==> src/rtl/video_pkg.sv <==
// rtl/video_pkg.sv - shared depth codes, timing config struct and colour expansion helpers
// Contents: DEPTH_* log2(bpp) codes, axis_cfg_t/timing_cfg_t timing records,
//           unpack16 (RGB565 -> RGB888) and unpack8 (RGB332 -> RGB888).
package video_pkg;

  localparam logic [2:0] DEPTH_1BPP  = 3'd0;
  localparam logic [2:0] DEPTH_2BPP  = 3'd1;
  localparam logic [2:0] DEPTH_4BPP  = 3'd2;
  localparam logic [2:0] DEPTH_8BPP  = 3'd3;
  localparam logic [2:0] DEPTH_16BPP = 3'd4;
  localparam logic [2:0] DEPTH_32BPP = 3'd5;

  // Fields are kept at 32 bits so the struct is independent of CNT_WIDTH;
  // the top zero-extends its counter-width inputs into it.
  typedef struct packed {
    logic [31:0] total;
    logic [31:0] end_disp;
    logic [31:0] srt_sync;
    logic [31:0] end_sync;
  } axis_cfg_t;

  typedef struct packed {
    axis_cfg_t h;
    axis_cfg_t v;
  } timing_cfg_t;

  // RGB565: each channel widened by replicating its MSBs into the low bits.
  function automatic logic [23:0] unpack16(input logic [15:0] p);
    return {p[15:11], p[15:13], p[10:5], p[10:9], p[4:0], p[4:2]};
  endfunction

  // RGB332: r/g = {3b,3b,top 2b}, b = 2b repeated four times.
  function automatic logic [23:0] unpack8(input logic [7:0] p);
    return {p[7:5], p[7:5], p[7:6], p[4:2], p[4:2], p[4:3], {4{p[1:0]}}};
  endfunction

endpackage

==> src/rtl/video_timing.sv <==
// rtl/video_timing.sv - CRT horizontal/vertical counters, raw syncs, active area and frame irq
// Ports: clk, rst_n (async active-low), enable, cfg (timing_cfg_t);
//        hc, vc counters; hsync_raw/vsync_raw (1 = inside sync window);
//        active, frame_irq, line_end (last hc of a line), frame_end (last position of a frame).
module video_timing
  import video_pkg::*;
#(
  parameter int CNT_WIDTH = 16
) (
  input  logic                 clk,
  input  logic                 rst_n,
  input  logic                 enable,
  input  timing_cfg_t          cfg,
  output logic [CNT_WIDTH-1:0] hc,
  output logic [CNT_WIDTH-1:0] vc,
  output logic                 hsync_raw,
  output logic                 vsync_raw,
  output logic                 active,
  output logic                 frame_irq,
  output logic                 line_end,
  output logic                 frame_end
);

  logic [31:0] hc_x;
  logic [31:0] vc_x;

  assign hc_x = 32'(hc);
  assign vc_x = 32'(vc);

  // ">=" rather than "==" so a bad total (0, or below the current count) still wraps.
  assign line_end  = enable && (hc_x + 32'd1 >= cfg.h.total);
  assign frame_end = line_end && (vc_x + 32'd1 >= cfg.v.total);

  always_ff @(posedge clk or negedge rst_n) begin
    if (!rst_n) begin
      hc <= '0;
      vc <= '0;
    end else if (!enable) begin
      hc <= '0;
      vc <= '0;
    end else if (line_end) begin
      hc <= '0;
      vc <= frame_end ? '0 : vc + 1'b1;
    end else begin
      hc <= hc + 1'b1;
    end
  end

  assign active    = enable && (hc_x < cfg.h.end_disp) && (vc_x < cfg.v.end_disp);
  assign hsync_raw = enable && (hc_x >= cfg.h.srt_sync) && (hc_x < cfg.h.end_sync);
  assign vsync_raw = enable && (vc_x >= cfg.v.srt_sync) && (vc_x < cfg.v.end_sync);
  assign frame_irq = enable && (hc == '0) && (vc_x == cfg.v.end_disp);

endmodule

==> src/rtl/video_scanout.sv <==
// rtl/video_scanout.sv - VGA scanout: shadowed scan params, line pointer, fetch, pixel unpack
// Ports: clk, rst_n; cfg_* scan setup from the CSR block; mem_en/mem_addr/mem_rdata
//        fixed-latency framebuffer read port; red/green/blue, hsync, vsync, de, frame_irq.
module video_scanout
  import video_pkg::*;
#(
  parameter int ADDR_WIDTH = 15,
  parameter int DATA_WIDTH = 32,
  parameter int CNT_WIDTH  = 16,
  parameter int RD_LATENCY = 1
) (
  input  logic                  clk,
  input  logic                  rst_n,
  input  logic                  cfg_enable,
  input  logic [CNT_WIDTH-1:0]  cfg_h_total,
  input  logic [CNT_WIDTH-1:0]  cfg_h_end_disp,
  input  logic [CNT_WIDTH-1:0]  cfg_h_srt_sync,
  input  logic [CNT_WIDTH-1:0]  cfg_h_end_sync,
  input  logic [CNT_WIDTH-1:0]  cfg_v_total,
  input  logic [CNT_WIDTH-1:0]  cfg_v_end_disp,
  input  logic [CNT_WIDTH-1:0]  cfg_v_srt_sync,
  input  logic [CNT_WIDTH-1:0]  cfg_v_end_sync,
  input  logic                  cfg_hsync_pol,
  input  logic                  cfg_vsync_pol,
  input  logic [ADDR_WIDTH-1:0] cfg_base,
  input  logic [ADDR_WIDTH-1:0] cfg_stride,
  input  logic [2:0]            cfg_depth,
  input  logic [1:0]            cfg_hscale,
  input  logic [1:0]            cfg_vscale,
  output logic                  mem_en,
  output logic [ADDR_WIDTH-1:0] mem_addr,
  input  logic [DATA_WIDTH-1:0] mem_rdata,
  output logic [7:0]            red,
  output logic [7:0]            green,
  output logic [7:0]            blue,
  output logic                  hsync,
  output logic                  vsync,
  output logic                  de,
  output logic                  frame_irq
);

  localparam int IW = $clog2(DATA_WIDTH);

  function automatic logic [2:0] clamp_depth(input logic [2:0] d);
    return (d > 3'(IW)) ? 3'(IW) : d;
  endfunction

  function automatic logic [1:0] clamp_scale(input logic [1:0] s);
    return (s == 2'd3) ? 2'd2 : s;
  endfunction

  timing_cfg_t          tcfg;
  logic [CNT_WIDTH-1:0] hc, vc;
  logic                 hs_raw, vs_raw, active, line_end, frame_end;

  assign tcfg.h.total    = 32'(cfg_h_total);
  assign tcfg.h.end_disp = 32'(cfg_h_end_disp);
  assign tcfg.h.srt_sync = 32'(cfg_h_srt_sync);
  assign tcfg.h.end_sync = 32'(cfg_h_end_sync);
  assign tcfg.v.total    = 32'(cfg_v_total);
  assign tcfg.v.end_disp = 32'(cfg_v_end_disp);
  assign tcfg.v.srt_sync = 32'(cfg_v_srt_sync);
  assign tcfg.v.end_sync = 32'(cfg_v_end_sync);

  video_timing #(.CNT_WIDTH(CNT_WIDTH)) u_timing (
    .clk       (clk),
    .rst_n     (rst_n),
    .enable    (cfg_enable),
    .cfg       (tcfg),
    .hc        (hc),
    .vc        (vc),
    .hsync_raw (hs_raw),
    .vsync_raw (vs_raw),
    .active    (active),
    .frame_irq (frame_irq),
    .line_end  (line_end),
    .frame_end (frame_end)
  );

  // Shadowed scan parameters and line pointer.
  logic                  en_q, first_cyc, load;
  logic [ADDR_WIDTH-1:0] stride_s, lineptr;
  logic [2:0]            depth_s;
  logic [1:0]            hscale_s, vscale_s;
  logic [CNT_WIDTH-1:0]  vmask, vc_next;
  logic                  stride_add;

  assign first_cyc  = cfg_enable && !en_q;
  assign load       = first_cyc || frame_end;
  assign vc_next    = vc + 1'b1;
  assign vmask      = CNT_WIDTH'((32'd1 << vscale_s) - 32'd1);
  assign stride_add = line_end && ((vc_next & vmask) == '0);

  always_ff @(posedge clk or negedge rst_n) begin
    if (!rst_n) begin
      en_q     <= 1'b0;
      stride_s <= '0;
      depth_s  <= '0;
      hscale_s <= '0;
      vscale_s <= '0;
      lineptr  <= '0;
    end else begin
      en_q <= cfg_enable;
      if (load) begin
        stride_s <= cfg_stride;
        depth_s  <= clamp_depth(cfg_depth);
        hscale_s <= clamp_scale(cfg_hscale);
        vscale_s <= clamp_scale(cfg_vscale);
        lineptr  <= cfg_base;   // a new frame's base overrides a coincident stride step
      end else if (stride_add) begin
        lineptr  <= lineptr + stride_s;
      end
    end
  end

  // The enable-rising cycle is already pixel (0,0), before the shadows have
  // loaded, so it addresses straight from the cfg inputs.
  logic [2:0]            depth_e;
  logic [1:0]            hscale_e;
  logic [ADDR_WIDTH-1:0] lineptr_e;

  assign depth_e   = first_cyc ? clamp_depth(cfg_depth)   : depth_s;
  assign hscale_e  = first_cyc ? clamp_scale(cfg_hscale)  : hscale_s;
  assign lineptr_e = first_cyc ? cfg_base                 : lineptr;

  // Address generation: shift = log2(pixels per word).
  logic [CNT_WIDTH-1:0]  sx, word_off;
  logic [2:0]            shift;
  logic [IW-1:0]         idx_mask, pix_idx;
  logic [ADDR_WIDTH-1:0] addr_calc, addr_hold;

  assign sx        = hc >> hscale_e;
  assign shift     = 3'(IW) - depth_e;
  assign word_off  = sx >> shift;
  assign addr_calc = lineptr_e + ADDR_WIDTH'(word_off);
  assign idx_mask  = IW'((32'd1 << shift) - 32'd1);
  assign pix_idx   = IW'(sx) & idx_mask;

  always_ff @(posedge clk or negedge rst_n) begin
    if (!rst_n)      addr_hold <= '0;
    else if (mem_en) addr_hold <= addr_calc;
  end

  assign mem_en   = active;
  assign mem_addr = mem_en ? addr_calc : addr_hold;

  // Delay line matching the read latency of the framebuffer port.
  typedef struct packed {
    logic [IW-1:0] idx;
    logic [2:0]    depth;
    logic          de;
    logic          hs;
    logic          vs;
  } pipe_t;

  pipe_t pipe [RD_LATENCY];

  always_ff @(posedge clk or negedge rst_n) begin
    if (!rst_n) begin
      for (int i = 0; i < RD_LATENCY; i++) pipe[i] <= '0;
    end else begin
      pipe[0] <= '{idx: pix_idx, depth: depth_e, de: active, hs: hs_raw, vs: vs_raw};
      for (int i = 1; i < RD_LATENCY; i++) pipe[i] <= pipe[i-1];
    end
  end

  pipe_t         tail;
  logic [IW-1:0] shamt;
  logic [23:0]   w24, pix;

  assign tail  = pipe[RD_LATENCY-1];
  assign shamt = IW'(tail.idx << tail.depth);
  assign w24   = 24'(mem_rdata >> shamt);

  always_comb begin
    pix = '0;
    case (tail.depth)
      DEPTH_32BPP: pix = w24;
      DEPTH_16BPP: pix = unpack16(w24[15:0]);
      DEPTH_8BPP:  pix = unpack8(w24[7:0]);
      DEPTH_4BPP:  pix = {6{w24[3:0]}};
      DEPTH_2BPP:  pix = {12{w24[1:0]}};
      default:     pix = {24{w24[0]}};
    endcase
  end

  always_ff @(posedge clk or negedge rst_n) begin
    if (!rst_n) begin
      {red, green, blue} <= '0;
      hsync <= 1'b0;
      vsync <= 1'b0;
      de    <= 1'b0;
    end else begin
      {red, green, blue} <= tail.de ? pix : 24'h0;
      hsync <= tail.hs ^ cfg_hsync_pol;
      vsync <= tail.vs ^ cfg_vsync_pol;
      de    <= tail.de;
    end
  end

endmodule

==> config.mk <==
export PLATFORM = sky130hd
export DESIGN_NAME = video_scanout
export DESIGN_NICKNAME = d
export VERILOG_FILES = /design/src/rtl/video_pkg.sv /design/src/rtl/video_timing.sv /design/src/rtl/video_scanout.sv
export SDC_FILE = /design/constraint.sdc
export NUM_CORES = 1
export LEC_CHECK = 0
export CORE_MARGIN = 2
export CORE_UTILIZATION = 58
export CTS_CLUSTER_DIAMETER = 200
export DETAILED_ROUTE_END_ITERATION = 10
export PLACE_DENSITY = 0.91
export SETUP_SLACK_MARGIN = 0.3
export SLEW_MARGIN = 20
export SYNTH_ARGS = -nofsm -noshare
export SYNTH_HDL_FRONTEND = slang
export SYNTH_SLANG_ARGS = --single-unit
==> constraint.sdc <==
create_clock -name clk -period 12.4 [get_ports clk]
set_clock_uncertainty 0.1 [all_clocks]
set_input_delay 2.48 -clock clk [delete_from_list [all_inputs] [get_ports clk]]
set_output_delay 2.48 -clock clk [all_outputs]
set_load 0.05 [all_outputs]
==> impl_metrics.py <==
metrics = {
    "status": {
        "run_status": "finished clean",
    },
    "die": {
        "initial_core_util_pct": 59.2,
        "core-area_um2": 22600,
        "die_y_um": 156,
        "io_pins": 246,
        "die_w_um": 156,
        "die-area_um2": 24300,
        "rows": 55,
    },
    "timing": {
        "tns_ns": 0,
        "worst_slew_pin_slew_ns": 1.00,
        "rsz0062_at_grt": "no",
        "period_needed_ns": 11.06,
        "finalHoldViolations": 0,
        "slew_headroom_pct": 32.9,
        "finalMaxSlewViolations": 0,
        "fin_crit_sh_pct": 89.2,
        "setup_viol": 0,
        "timing.fmax_mhz": 90.4,
    },
    "setup_path": {
        "cp_cell_sequence": "clkdlybuf4s50_1 > buf_4 > nand2b_1 > mux2i_2 > buf_4 > mux2_2 > nand2_1 > o21ai_0 > mux4_2 > inv_1 > ha_1 > a21o_1 > a211oi_1 > o21ai_0 > a31oi_1 > nand3_1 > o311a_1 > xor2_1 > mux2_2 > clkdlybuf4s50_1",
        "crit_type": "input port to output pin",
        "worstPathArrival_ns": 8.48,
        "rrSetupSlack_ns": 7.15,
        "crit_fanout": 24,
        "cp.required_ns": 9.82,
        "worst_setup_path_end_kind": "output pin",
        "cp_slowest_cell": "mux2i_2",
        "cp-start-kind": "input port",
        "slowest_delay_ns": 0.76,
    },
    "route": {
        "wl_met2_um": 19700,
        "routed.top_layer": "met4",
        "route.met3.wl_um": 3520,
        "num_vias": 13528,
        "vias_per_cell": 6.45,
        "wire_per_inst_um": 19.8,
        "first_pass_iters": 7,
        "ant_nets": 0,
        "drt-met1-wl_um": 16600,
        "drt_iter0_drc": 1093,
        "drc": 0,
        "wl_um": 41600,
    },
    "clock_tree": {
        "numCtsBuffers": 17,
        "clk_latency_ns": 0.43,
        "cts_setup_buffers": 0,
        "clkTransAtPathRegs_ns": 0.06,
        "cts-root-buf": "clkbuf_16",
        "clkSinkCount": 123,
        "htree_levels": 4,
        "tritoncts": "done",
        "cts.repair.resized": 0,
        "cts_buffer_depth": 2,
        "ctsHoldBuffers": 0,
    },
    "grt": {
        "antenna_found_initial": 0,
        "grt_usage_pct": 34.3,
        "grt_pass1_wl_um": 67100,
        "grt_pass1_vias": 13615,
        "grt_max_degree": 74,
        "grt_overflow": 0,
    },
    "cells_and_area": {
        "finalNetCount": 2162,
        "final_cell_mix": "clkdlybuf4s50_1 (244), inv_1 (168), ha_1 (159)",
        "syn2layout_area_growth_pct": 24.1,
        "final_cells": 2097,
        "num_antenna_cells": 0,
        "final_common_cell": "clkdlybuf4s50_1",
        "n_fill_cell": 1741,
        "final_cell_area_um2": 16600,
        "layout-drive-gt1-share_pct": 7.95,
        "finish.utilization_pct": 73.4,
    },
    "placed_design": {
        "dp_hpwl_um": 32000,
        "gp_congestion": 1.01,
        "placedCellCount": 2065,
        "port_buffers": 245,
        "place_area_um2": 16000,
    },
    "synth": {
        "syn_avg_cell_area_um2": 8.39,
        "ys_types": 91,
        "synth_area_um2": 13400,
        "ys_ff_latch": 123,
        "ys_seq_area_share_pct": 23.0,
        "synth_edf_count": 0,
        "yosysWarnings": 0,
        "syn_nets": 1960,
        "async_flop_share_pct": 100,
        "syn_inst": 1597,
        "synth-main-ff-cell": "dfrtp_1",
    },
    "power_and_ir_drop": {
        "power.density_nw_per_um2": 106,
        "total_power_mw": 1.76,
        "irDropWorstVdd_mv": 0.0920,
        "leakage_nw": 8.06,
    },
    "worst_hold_path": {
        "min_path_type": "register to register",
    },
    "flow_run": {
        "max_cap_violations": 0,
    },
}
-- per-layer routing --
layer	vias to the layer above	track usage, %
li1	6267	-
met1	6349	42.4
met2	758	58.0
met3	154	6.86
met4	0	15.6
met5	-	0
-- area by class of cell --
| class | instances | area [µm²] | area share (%) |
|---|---|---|---|
| sequential | 123 | 3080 | 18.5 |
| inverter | 170 | 638 | 3.84 |
| clock inverter | 15 | 164 | 0.986 |
| timing repair buffer | 264 | 2590 | 15.6 |
| multi-input combinational | 1223 | 9370 | 56.4 |
| tap | 285 | 357 | 2.14 |
| clock buffer | 17 | 425 | 2.56 |
-- worst max-delay path, delay by kind of cell --
family | cells | cell delay (ns)
XOR/XNOR | 1 | 0.15
multiplexers | 4 | 1.89
AND/OR/NAND/NOR | 3 | 0.65
buffers and inverters | 5 | 1.84
adder cells (fa/ha/maj) | 1 | 0.24
AO/OA/AOI/OAI | 6 | 1.23
-- cells in the mapped netlist, types with 23 or more instances --
master	n	area, µm²
nand2_1	134	503
nand3_1	38	190
o21ai_0	70	350
mux2_2	46	518
a31oi_1	23	144
mux2i_1	83	831
and3_1	29	181
buf_2	24	120
xnor2_1	42	368
nor3_1	32	160
a21o_1	39	293
inv_1	168	631
clkbuf_1	49	184
ha_1	159	1990
nor2_1	68	255
dfrtp_1	123	3080
o211ai_1	27	203
nand2b_1	25	156
a21oi_1	72	360
-- kinds of logic (layout without fill, tap and decap cells) --
kind of cell | Yosys count | count (layout) | synth area share, %
simple gates | 448 | 448 | 17.1
compound gates | 418 | 418 | 22.2
buf+inv | 251 | 466 | 7.40
fa+ha+maj | 161 | 161 | 15.2
mux | 137 | 137 | 11.3
flops | 123 | 123 | 23.0
xor+xnor | 59 | 59 | 3.86
-- metrics by stage --
| stage | hold WS, ns | setup WS, ns |
|---|---|---|
| 2_1_floorplan | 0.317 | 3.31 |
| 3_3_place_gp | 0.318 | 1.52 |
| 3_5_place_dp | 0.337 | 1.40 |
| 4_1_cts | 0.351 | 1.41 |
| 5_1_grt | 0.373 | 0.950 |
| 6_report | 0.352 | 1.34 |
-- final timing paths --
path | endpoint | startpoint | cells after the start
worst min-delay path | hsync$_DFF_PN0_ | pipe[1]$_DFF_PN0_ | 1
worst min register to register | hsync$_DFF_PN0_ | pipe[1]$_DFF_PN0_ | 1
worst max-delay path | mem_addr[13] | cfg_enable | 20
max in group asynchronous | u_timing.vc[14]$_DFFE_PN0P_ | rst_n | 2
min in group asynchronous | green[2]$_DFF_PN0_ | rst_n | 1
worst max register to register | addr_hold[13]$_DFF_PN0_ | en_q$_DFF_PN0_ | 17
-- power by group --
group          internal, mW  switching [mW]  total, mW
Combinational         0.314           0.451      0.765
Clock                 0.300           0.210      0.510
Sequential            0.452          0.0342      0.486
Total                  1.07           0.696       1.76
-- registers in the layout, summed over array words and instances, names as in the netlist --
| register | count |
|---|---|
| u_timing.vc | 16 |
| vsync | 1 |
| pipe | 11 |
| stride_s | 15 |
| vscale_s | 2 |
| hscale_s | 2 |
| u_timing.hc | 16 |
| addr_hold | 15 |
| en_q | 1 |
| green | 8 |
| hsync | 1 |
| red | 8 |
| blue | 8 |
| lineptr | 15 |
| depth_s | 3 |
| de | 1 |
Note: power is estimated with default switching activity, not from simulation.
